$ cat src/rtl/gpio_port_array.sv
`default_nettype none
// ============================================================================
// Module      : gpio_port_array
// Description : NUM_PORTS x PORT_WIDTH GPIO block on the peripheral register
//               bus. Per-pin direction, atomic set/clear/toggle of the
//               output register, optional debounce filter on every input
//               and per-pin edge/level interrupts folded into one irq line
//               per port.
// Revision    : 1.0 - initial release
// ============================================================================
module gpio_port_array #(
    parameter int NUM_PORTS  = 2,
    parameter int PORT_WIDTH = 32,
    parameter int DEB_W      = 8,
    parameter int ADDR_W     = $clog2(NUM_PORTS) + 4
) (
    input  logic                            clk,
    input  logic                            rst,
    input  logic                            reg_en,
    input  logic                            reg_we,
    input  logic [ADDR_W-1:0]               reg_addr,
    input  logic [31:0]                     reg_wdata,
    output logic [31:0]                     reg_rdata,
    output logic [NUM_PORTS-1:0]            irq,
    input  logic [NUM_PORTS*PORT_WIDTH-1:0] pin_in,
    output logic [NUM_PORTS*PORT_WIDTH-1:0] pin_out,
    output logic [NUM_PORTS*PORT_WIDTH-1:0] pin_oe
);

    // Port-index field width; a single-port build has no index bits at all.
    localparam int         c_PIDX_W       = (ADDR_W > 4) ? ADDR_W - 4 : 1;

    localparam logic [3:0] c_OFF_DATA_IN  = 4'h0;
    localparam logic [3:0] c_OFF_DATA_OUT = 4'h1;
    localparam logic [3:0] c_OFF_DIR      = 4'h2;
    localparam logic [3:0] c_OFF_OUT_SET  = 4'h3;
    localparam logic [3:0] c_OFF_OUT_CLR  = 4'h4;
    localparam logic [3:0] c_OFF_OUT_TGL  = 4'h5;
    localparam logic [3:0] c_OFF_INT_EN   = 4'h6;
    localparam logic [3:0] c_OFF_INT_TYPE = 4'h7;
    localparam logic [3:0] c_OFF_INT_POL  = 4'h8;
    localparam logic [3:0] c_OFF_INT_BOTH = 4'h9;
    localparam logic [3:0] c_OFF_INT_STAT = 4'hA;
    localparam logic [3:0] c_OFF_DEB_EN   = 4'hB;
    localparam logic [3:0] c_OFF_DEB_CNT  = 4'hC;

    logic [3:0]              w_off;
    logic [c_PIDX_W-1:0]     w_idx;
    logic [NUM_PORTS*32-1:0] w_rd_flat;
    logic [31:0]             w_rd_sel;
    logic [31:0]             r_rdata;
    logic                    w_unused;

    assign w_off     = reg_addr[3:0];
    assign reg_rdata = r_rdata;
    // Write-data bits above the port width are intentionally ignored.
    assign w_unused  = ^reg_wdata;

    generate
        if (ADDR_W > 4) begin : g_idx_multi
            assign w_idx = reg_addr[ADDR_W-1:4];
        end else begin : g_idx_single
            assign w_idx = 1'b0;
        end
    endgenerate

    generate
        for (genvar p = 0; p < NUM_PORTS; p++) begin : g_port
            localparam int c_LO = p * PORT_WIDTH;

            logic                  w_sel;
            logic                  w_wr;
            logic [PORT_WIDTH-1:0] w_wd;
            logic [PORT_WIDTH-1:0] r_data_out;
            logic [PORT_WIDTH-1:0] r_dir;
            logic [PORT_WIDTH-1:0] r_int_en;
            logic [PORT_WIDTH-1:0] r_int_type;
            logic [PORT_WIDTH-1:0] r_int_pol;
            logic [PORT_WIDTH-1:0] r_int_both;
            logic [PORT_WIDTH-1:0] r_int_stat;
            logic [PORT_WIDTH-1:0] r_deb_en;
            logic [DEB_W-1:0]      r_deb_cnt;
            logic [PORT_WIDTH-1:0] r_sync1;
            logic [PORT_WIDTH-1:0] r_sync2;
            logic [PORT_WIDTH-1:0] r_filt;
            logic [PORT_WIDTH-1:0] r_filt_d;
            logic [DEB_W-1:0]      r_cnt [PORT_WIDTH];
            logic [PORT_WIDTH-1:0] w_rise;
            logic [PORT_WIDTH-1:0] w_fall;
            logic [PORT_WIDTH-1:0] w_edge_hit;
            logic [PORT_WIDTH-1:0] w_lvl_hit;
            logic [PORT_WIDTH-1:0] w_hit;
            logic [PORT_WIDTH-1:0] w_w1c;
            logic                  r_irq;
            logic [31:0]           w_rd_val;

            // Out-of-range indices simply match no port.
            assign w_sel = (w_idx == c_PIDX_W'(p));
            assign w_wr  = reg_en & reg_we & w_sel;
            assign w_wd  = reg_wdata[PORT_WIDTH-1:0];
            assign w_w1c = (w_wr && (w_off == c_OFF_INT_STAT)) ? w_wd : '0;

            assign w_rise     = r_filt & ~r_filt_d;
            assign w_fall     = ~r_filt & r_filt_d;
            assign w_edge_hit = (r_int_both & (w_rise | w_fall)) |
                                (~r_int_both & ((r_int_pol & w_fall) | (~r_int_pol & w_rise)));
            assign w_lvl_hit  = (r_int_pol & r_filt) | (~r_int_pol & ~r_filt);
            assign w_hit      = r_int_en & ((r_int_type & w_lvl_hit) | (~r_int_type & w_edge_hit));

            // Control registers, sticky interrupt status and registered irq.
            always_ff @(posedge clk) begin
                if (rst) begin
                    r_data_out <= '0;
                    r_dir      <= '0;
                    r_int_en   <= '0;
                    r_int_type <= '0;
                    r_int_pol  <= '0;
                    r_int_both <= '0;
                    r_int_stat <= '0;
                    r_deb_en   <= '0;
                    r_deb_cnt  <= '0;
                    r_irq      <= 1'b0;
                end else begin
                    if (w_wr) begin
                        case (w_off)
                            c_OFF_DATA_OUT: r_data_out <= w_wd;
                            c_OFF_DIR:      r_dir      <= w_wd;
                            c_OFF_OUT_SET:  r_data_out <= r_data_out | w_wd;
                            c_OFF_OUT_CLR:  r_data_out <= r_data_out & ~w_wd;
                            c_OFF_OUT_TGL:  r_data_out <= r_data_out ^ w_wd;
                            c_OFF_INT_EN:   r_int_en   <= w_wd;
                            c_OFF_INT_TYPE: r_int_type <= w_wd;
                            c_OFF_INT_POL:  r_int_pol  <= w_wd;
                            c_OFF_INT_BOTH: r_int_both <= w_wd;
                            c_OFF_DEB_EN:   r_deb_en   <= w_wd;
                            c_OFF_DEB_CNT:  r_deb_cnt  <= reg_wdata[DEB_W-1:0];
                            default:        ;
                        endcase
                    end
                    // A new hit wins over a same-cycle write-1-to-clear.
                    r_int_stat <= (r_int_stat & ~w_w1c) | w_hit;
                    r_irq      <= |r_int_stat;
                end
            end

            // Two-flop synchroniser followed by the per-pin debounce filter.
            always_ff @(posedge clk) begin
                if (rst) begin
                    r_sync1  <= '0;
                    r_sync2  <= '0;
                    r_filt   <= '0;
                    r_filt_d <= '0;
                    for (int i = 0; i < PORT_WIDTH; i++) begin
                        r_cnt[i] <= '0;
                    end
                end else begin
                    r_sync1  <= pin_in[c_LO +: PORT_WIDTH];
                    r_sync2  <= r_sync1;
                    r_filt_d <= r_filt;
                    for (int i = 0; i < PORT_WIDTH; i++) begin
                        if (!r_deb_en[i]) begin
                            r_filt[i] <= r_sync2[i];
                        end else if (r_sync2[i] == r_filt[i]) begin
                            r_cnt[i] <= '0;
                        end else if (r_cnt[i] < r_deb_cnt) begin
                            r_cnt[i] <= r_cnt[i] + DEB_W'(1);
                        end else begin
                            // >= also covers DEB_CNT lowered below a running count.
                            r_filt[i] <= r_sync2[i];
                            r_cnt[i]  <= '0;
                        end
                    end
                end
            end

            // Read value of the addressed register within this port.
            always_comb begin
                w_rd_val = '0;
                case (w_off)
                    c_OFF_DATA_IN:  w_rd_val = 32'(r_filt);
                    c_OFF_DATA_OUT: w_rd_val = 32'(r_data_out);
                    c_OFF_DIR:      w_rd_val = 32'(r_dir);
                    c_OFF_INT_EN:   w_rd_val = 32'(r_int_en);
                    c_OFF_INT_TYPE: w_rd_val = 32'(r_int_type);
                    c_OFF_INT_POL:  w_rd_val = 32'(r_int_pol);
                    c_OFF_INT_BOTH: w_rd_val = 32'(r_int_both);
                    c_OFF_INT_STAT: w_rd_val = 32'(r_int_stat);
                    c_OFF_DEB_EN:   w_rd_val = 32'(r_deb_en);
                    c_OFF_DEB_CNT:  w_rd_val = 32'(r_deb_cnt);
                    default:        w_rd_val = '0;
                endcase
            end

            assign w_rd_flat[p*32 +: 32]       = w_rd_val;
            assign pin_out[c_LO +: PORT_WIDTH] = r_data_out;
            assign pin_oe[c_LO +: PORT_WIDTH]  = r_dir;
            assign irq[p]                      = r_irq;
        end
    endgenerate

    // Select the addressed port's read value; unknown ports read zero.
    always_comb begin
        w_rd_sel = '0;
        for (int p = 0; p < NUM_PORTS; p++) begin
            if (w_idx == c_PIDX_W'(p)) begin
                w_rd_sel = w_rd_flat[p*32 +: 32];
            end
        end
    end

    // Read data register: updated only by a read access, held otherwise.
    always_ff @(posedge clk) begin
        if (rst) begin
            r_rdata <= '0;
        end else if (reg_en && !reg_we) begin
            r_rdata <= w_rd_sel;
        end
    end

endmodule
`default_nettype wire

$ cat config.mk
export PLATFORM = sky130hd
export DESIGN_NAME = gpio_port_array
export DESIGN_NICKNAME = d
export VERILOG_FILES = /design/src/rtl/gpio_port_array.sv
export SDC_FILE = /design/constraint.sdc
export NUM_CORES = 2
export LEC_CHECK = 0
export BUFFER_PORTS_ARGS = -buffer_cell sky130_fd_sc_hd__buf_2
export CORE_ASPECT_RATIO = 0.75
export CORE_MARGIN = 4
export CORE_UTILIZATION = 40
export CTS_BUF_LIST = sky130_fd_sc_hd__clkbuf_4 sky130_fd_sc_hd__clkbuf_8
export CTS_CLUSTER_SIZE = 25
export DETAILED_ROUTE_END_ITERATION = 7
export GPL_TIMING_DRIVEN = 0
export PLACE_DENSITY = 0.66
export REMOVE_ABC_BUFFERS = 1
export SLEW_MARGIN = 20
export SYNTH_ARGS = -nofsm -noshare
export SYNTH_HDL_FRONTEND = slang
export SYNTH_SLANG_ARGS = --single-unit
$ cat constraint.sdc
create_clock -name clk -period 4.6 [get_ports clk]
set_input_delay 0.69 -clock clk [delete_from_list [all_inputs] [get_ports clk]]
set_output_delay 0.69 -clock clk [all_outputs]
set_load 0.02 [all_outputs]
==> flow_metrics.py <==
metrics = {
    "route": {
        "vias_per_cell": 5.780,
        "drc": 0,
        "drt_first_pass_iters": 7,
        "ant_nets": 0,
        "vias": 63620,
        "drt-total-wl_um": 253600,
        "wire_per_inst_um": 23.04,
        "drt_iter0_drc": 7016,
    },
    "timing": {
        "layout_worst_path_cycle_share_pct": 74.41,
        "max_slew_margin_pct": 8.756,
        "setup_viol": 0,
        "worstMarginPinSlew_ns": 1.366,
        "hold_violations": 0,
        "finClkSkew_ns": 0.05521,
        "drv_slew": 0,
        "setup_tns_ns": 0,
        "finalCriticalPeriod_ns": 3.423,
        "fmax_mhz": 292.1,
        "hold_slack_ns": 0.07916,
        "rsz0062_at_grt": "false",
    },
    "final_layout": {
        "drive_gt1_share_pct": 12.37,
        "area_delta_synth_final_pct": 13.60,
        "multiInputGateArea_um2": 40620,
        "regArea_um2": 31760,
        "top_register": "g_port.r_cnt",
        "nNetsFinal": 9179,
        "mostFrequentLayoutCells": "nand2_1 (1054), dfxtp_1 (816), ha_1 (768)",
        "utilization_pct": 45.73,
        "largest_reg_flops": 512,
        "layout_commonest_cell": "nand2_1",
        "fillers": 17530,
    },
    "global_route": {
        "grt_max_degree": 114,
        "gr-usage-all-layers_pct": 25.13,
        "grt_pass1_wl_um": 376300,
        "antenna_found_initial": 22,
        "overflow": 0,
        "grt_pass1_vias": 61750,
    },
    "setup_path": {
        "crit_path_end_kind": "register",
        "critPathMaxFanout": 109,
        "cp_data_arrival_time_ns": 4.27,
        "cp-start-kind": "input pin",
        "reg2reg_depth": 6,
        "r2r_end": "g_port[1].r_cnt[1][96]$_SDFFCE_PP0P_",
        "crit_type": "input pin to register",
        "critPathRequiredTime_ns": 5.45,
        "critPathCapture": "reg_rdata[16]$_SDFFE_PP0P_",
        "cp-startpoint": "rst",
        "r2r_start": "g_port[1].r_deb_cnt[1]$_SDFFE_PP0P_",
        "reg2reg_slack_ns": 1.82,
    },
    "cts": {
        "cts.path.max_buffers": 3,
        "cts_htree_levels": 4,
        "clk-insertion-delay-late_ns": 0.97,
        "cts_root_buffer": "clkbuf_8",
        "cts_tree": "built",
        "ctsResizeCount": 0,
        "numCtsBuffers": 216,
        "cts_sinks": 1330,
        "cts.clk_slew.worst_paths_ns": 0.07,
    },
    "pwr": {
        "peakVddDrop_uv": 285.9,
        "p_leak_nw": 32.21,
        "p_per_area_nw_per_um2": 306.0,
    },
    "synthesis": {
        "ys_seq_area_share_pct": 42.37,
        "netlist_top_cells_area": "dfxtp_1 (22%), edfxtp_1 (21%), ha_1 (13%)",
        "ys_async_sr_fraction_pct": 0,
        "synth.avg_cell_area_um2": 9.300,
        "syn_inst": 8058,
        "synth_top_flop_cell": "dfxtp_1",
        "yosys_warnings": 0,
        "synth-edff-count": 512,
        "yosys.area.top_type": "dfxtp_1",
        "synth.distinct_cells": 82,
        "synth_area_um2": 74940,
        "yosysTopAreaCellShare_pct": 21.85,
        "ys_ff_latch": 1330,
    },
    "place": {
        "hpwlAfterDp_um": 176800,
        "gp_congestion": 0.9112,
        "numPortBuffers": 266,
    },
    "die": {
        "io-pin-count": 267,
        "die_w_um": 507.8,
        "initial_core_util_pct": 40.26,
        "coreArea_um2": 186200,
        "rows": 137,
        "die_h_um": 382.9,
        "die_area_um2": 194400,
    },
    "outcome": {
        "status": "finished, final reports clean",
    },
    "worst_hold_path": {
        "hold_class": "input pin to register",
    },
    "flow_run": {
        "drv_cap": 0,
    },
}
==> power by group <==
group          switching (mW)  leakage (nW)  internal [mW]
Sequential              0.307          11.9           12.5
Clock                    5.15          2.51           6.12
Combinational            1.29          17.8          0.714
Total                    6.74          32.2           19.3
==> layout make-up <==
cell class / instances / share of cell area (%)
inverters: 309 / 1.401
clock inverters: 35 / 0.2704
flip-flops and latches: 1330 / 37.30
well taps: 2502 / 3.677
diodes: 15 / 0.04409
clock buffers: 368 / 5.229
repair buffers: 423 / 4.365
multi-input cells: 6026 / 47.71
==> critical path, cell delays in order <==
cell and delay [ns]:
buf_8 0.22, buf_16 0.33, buf_16 0.43, clkinv_4 0.47
buf_16 0.41, and2_4 0.32, buf_12 0.22, a221o_1 0.38
a2111oi_0 0.43, nor3_1 0.08
==> synth_stat cells (all sizes together) (6+ instances only) <==
| cell type | instances |
|---|---|
| o22ai | 38 |
| a221oi | 89 |
| nor3b | 7 |
| buf | 155 |
| o21ai | 360 |
| a21oi | 519 |
| nand2b | 141 |
| mux2 | 139 |
| inv | 308 |
| a21o | 173 |
| o211ai | 6 |
| mux2i | 68 |
| a31oi | 78 |
| a2111oi | 8 |
| o2111ai | 67 |
| ha | 768 |
| nand3 | 297 |
| and2 | 7 |
| a32o | 7 |
| a211oi | 69 |
| nor4 | 22 |
| a32oi | 20 |
| a221o | 8 |
| nand2 | 1064 |
| clkbuf | 238 |
| nor2b | 200 |
| a22oi | 199 |
| or2 | 66 |
| and3 | 133 |
| dfxtp | 818 |
| and4 | 55 |
| xor2 | 337 |
| nor2 | 774 |
| edfxtp | 512 |
| nor3 | 19 |
| a22o | 25 |
| o22a | 8 |
| xnor2 | 175 |
| o221ai | 15 |
| a2111o | 10 |
==> routing by layer <==
| metal | wire (µm) | track usage, % | vias up |
|---|---|---|---|
| met3 | 32180 | 8.424 | 740 |
| met1 | 102400 | 32.95 | 30480 |
| met2 | 105000 | 36.84 | 3352 |
| met4 | 13960 | 12.59 | 4 |
| li1 | - | - | 29050 |
| met5 | 27 | 0 | - |
==> per-stage QoR <==
| stage | instances | worst slack (ns) | cell area (µm²) | total power [mW] |
|---|---|---|---|---|
| finish | 11010 | 1.177 | 85130 | 26.05 |
| CTS | 10990 | 1.363 | 85090 | 26.16 |
| global route | 11000 | 1.128 | 85120 | 26.92 |
| floorplan | 7665 | 0.2194 | 73210 | 13.92 |
| global placement | 10430 | -21.76 | 77670 | 14.77 |
| detailed placement | 10520 | 0.3045 | 79750 | 14.92 |
==> kinds of logic (layout without fill, tap and decap cells) <==
family	Yosys count	after routing	synth area share [%]
simple gates	2815	2815	17.24
fa+ha+maj	768	768	12.82
compound gates	1723	1723	14.70
mux	208	208	3.027
flops	1330	1330	42.37
other cells	0	15	0
xor+xnor	512	512	5.984
buf+inv	702	1135	3.858
==> worst min-delay path by stage <==
stage / from / endpoint / cells past startpoint
after floorplan: g_port[0].r_sync1[0]$_SDFF_PP0_ / g_port[0].r_sync2[0]$_SDFF_PP0_ / 1
after global placement: g_port[0].r_sync1[17]$_SDFF_PP0_ / g_port[0].r_sync2[17]$_SDFF_PP0_ / 1
after detailed placement: g_port[1].r_sync1[29]$_SDFF_PP0_ / g_port[1].r_sync2[29]$_SDFF_PP0_ / 1
after CTS: rst / g_port[0].r_dir[5]$_SDFFE_PP0P_ / 2
after global routing: rst / g_port[1].r_sync2[10]$_SDFF_PP0_ / 2
final: rst / g_port[0].r_dir[1]$_SDFFE_PP0P_ / 2
==> what timing repair did <==
action	4_1_cts	5_1_grt
endpoints found under the hold margin	63	0
setup buffers	0	0
hold buffers	66	0
Power figures use the tool's default switching activity.
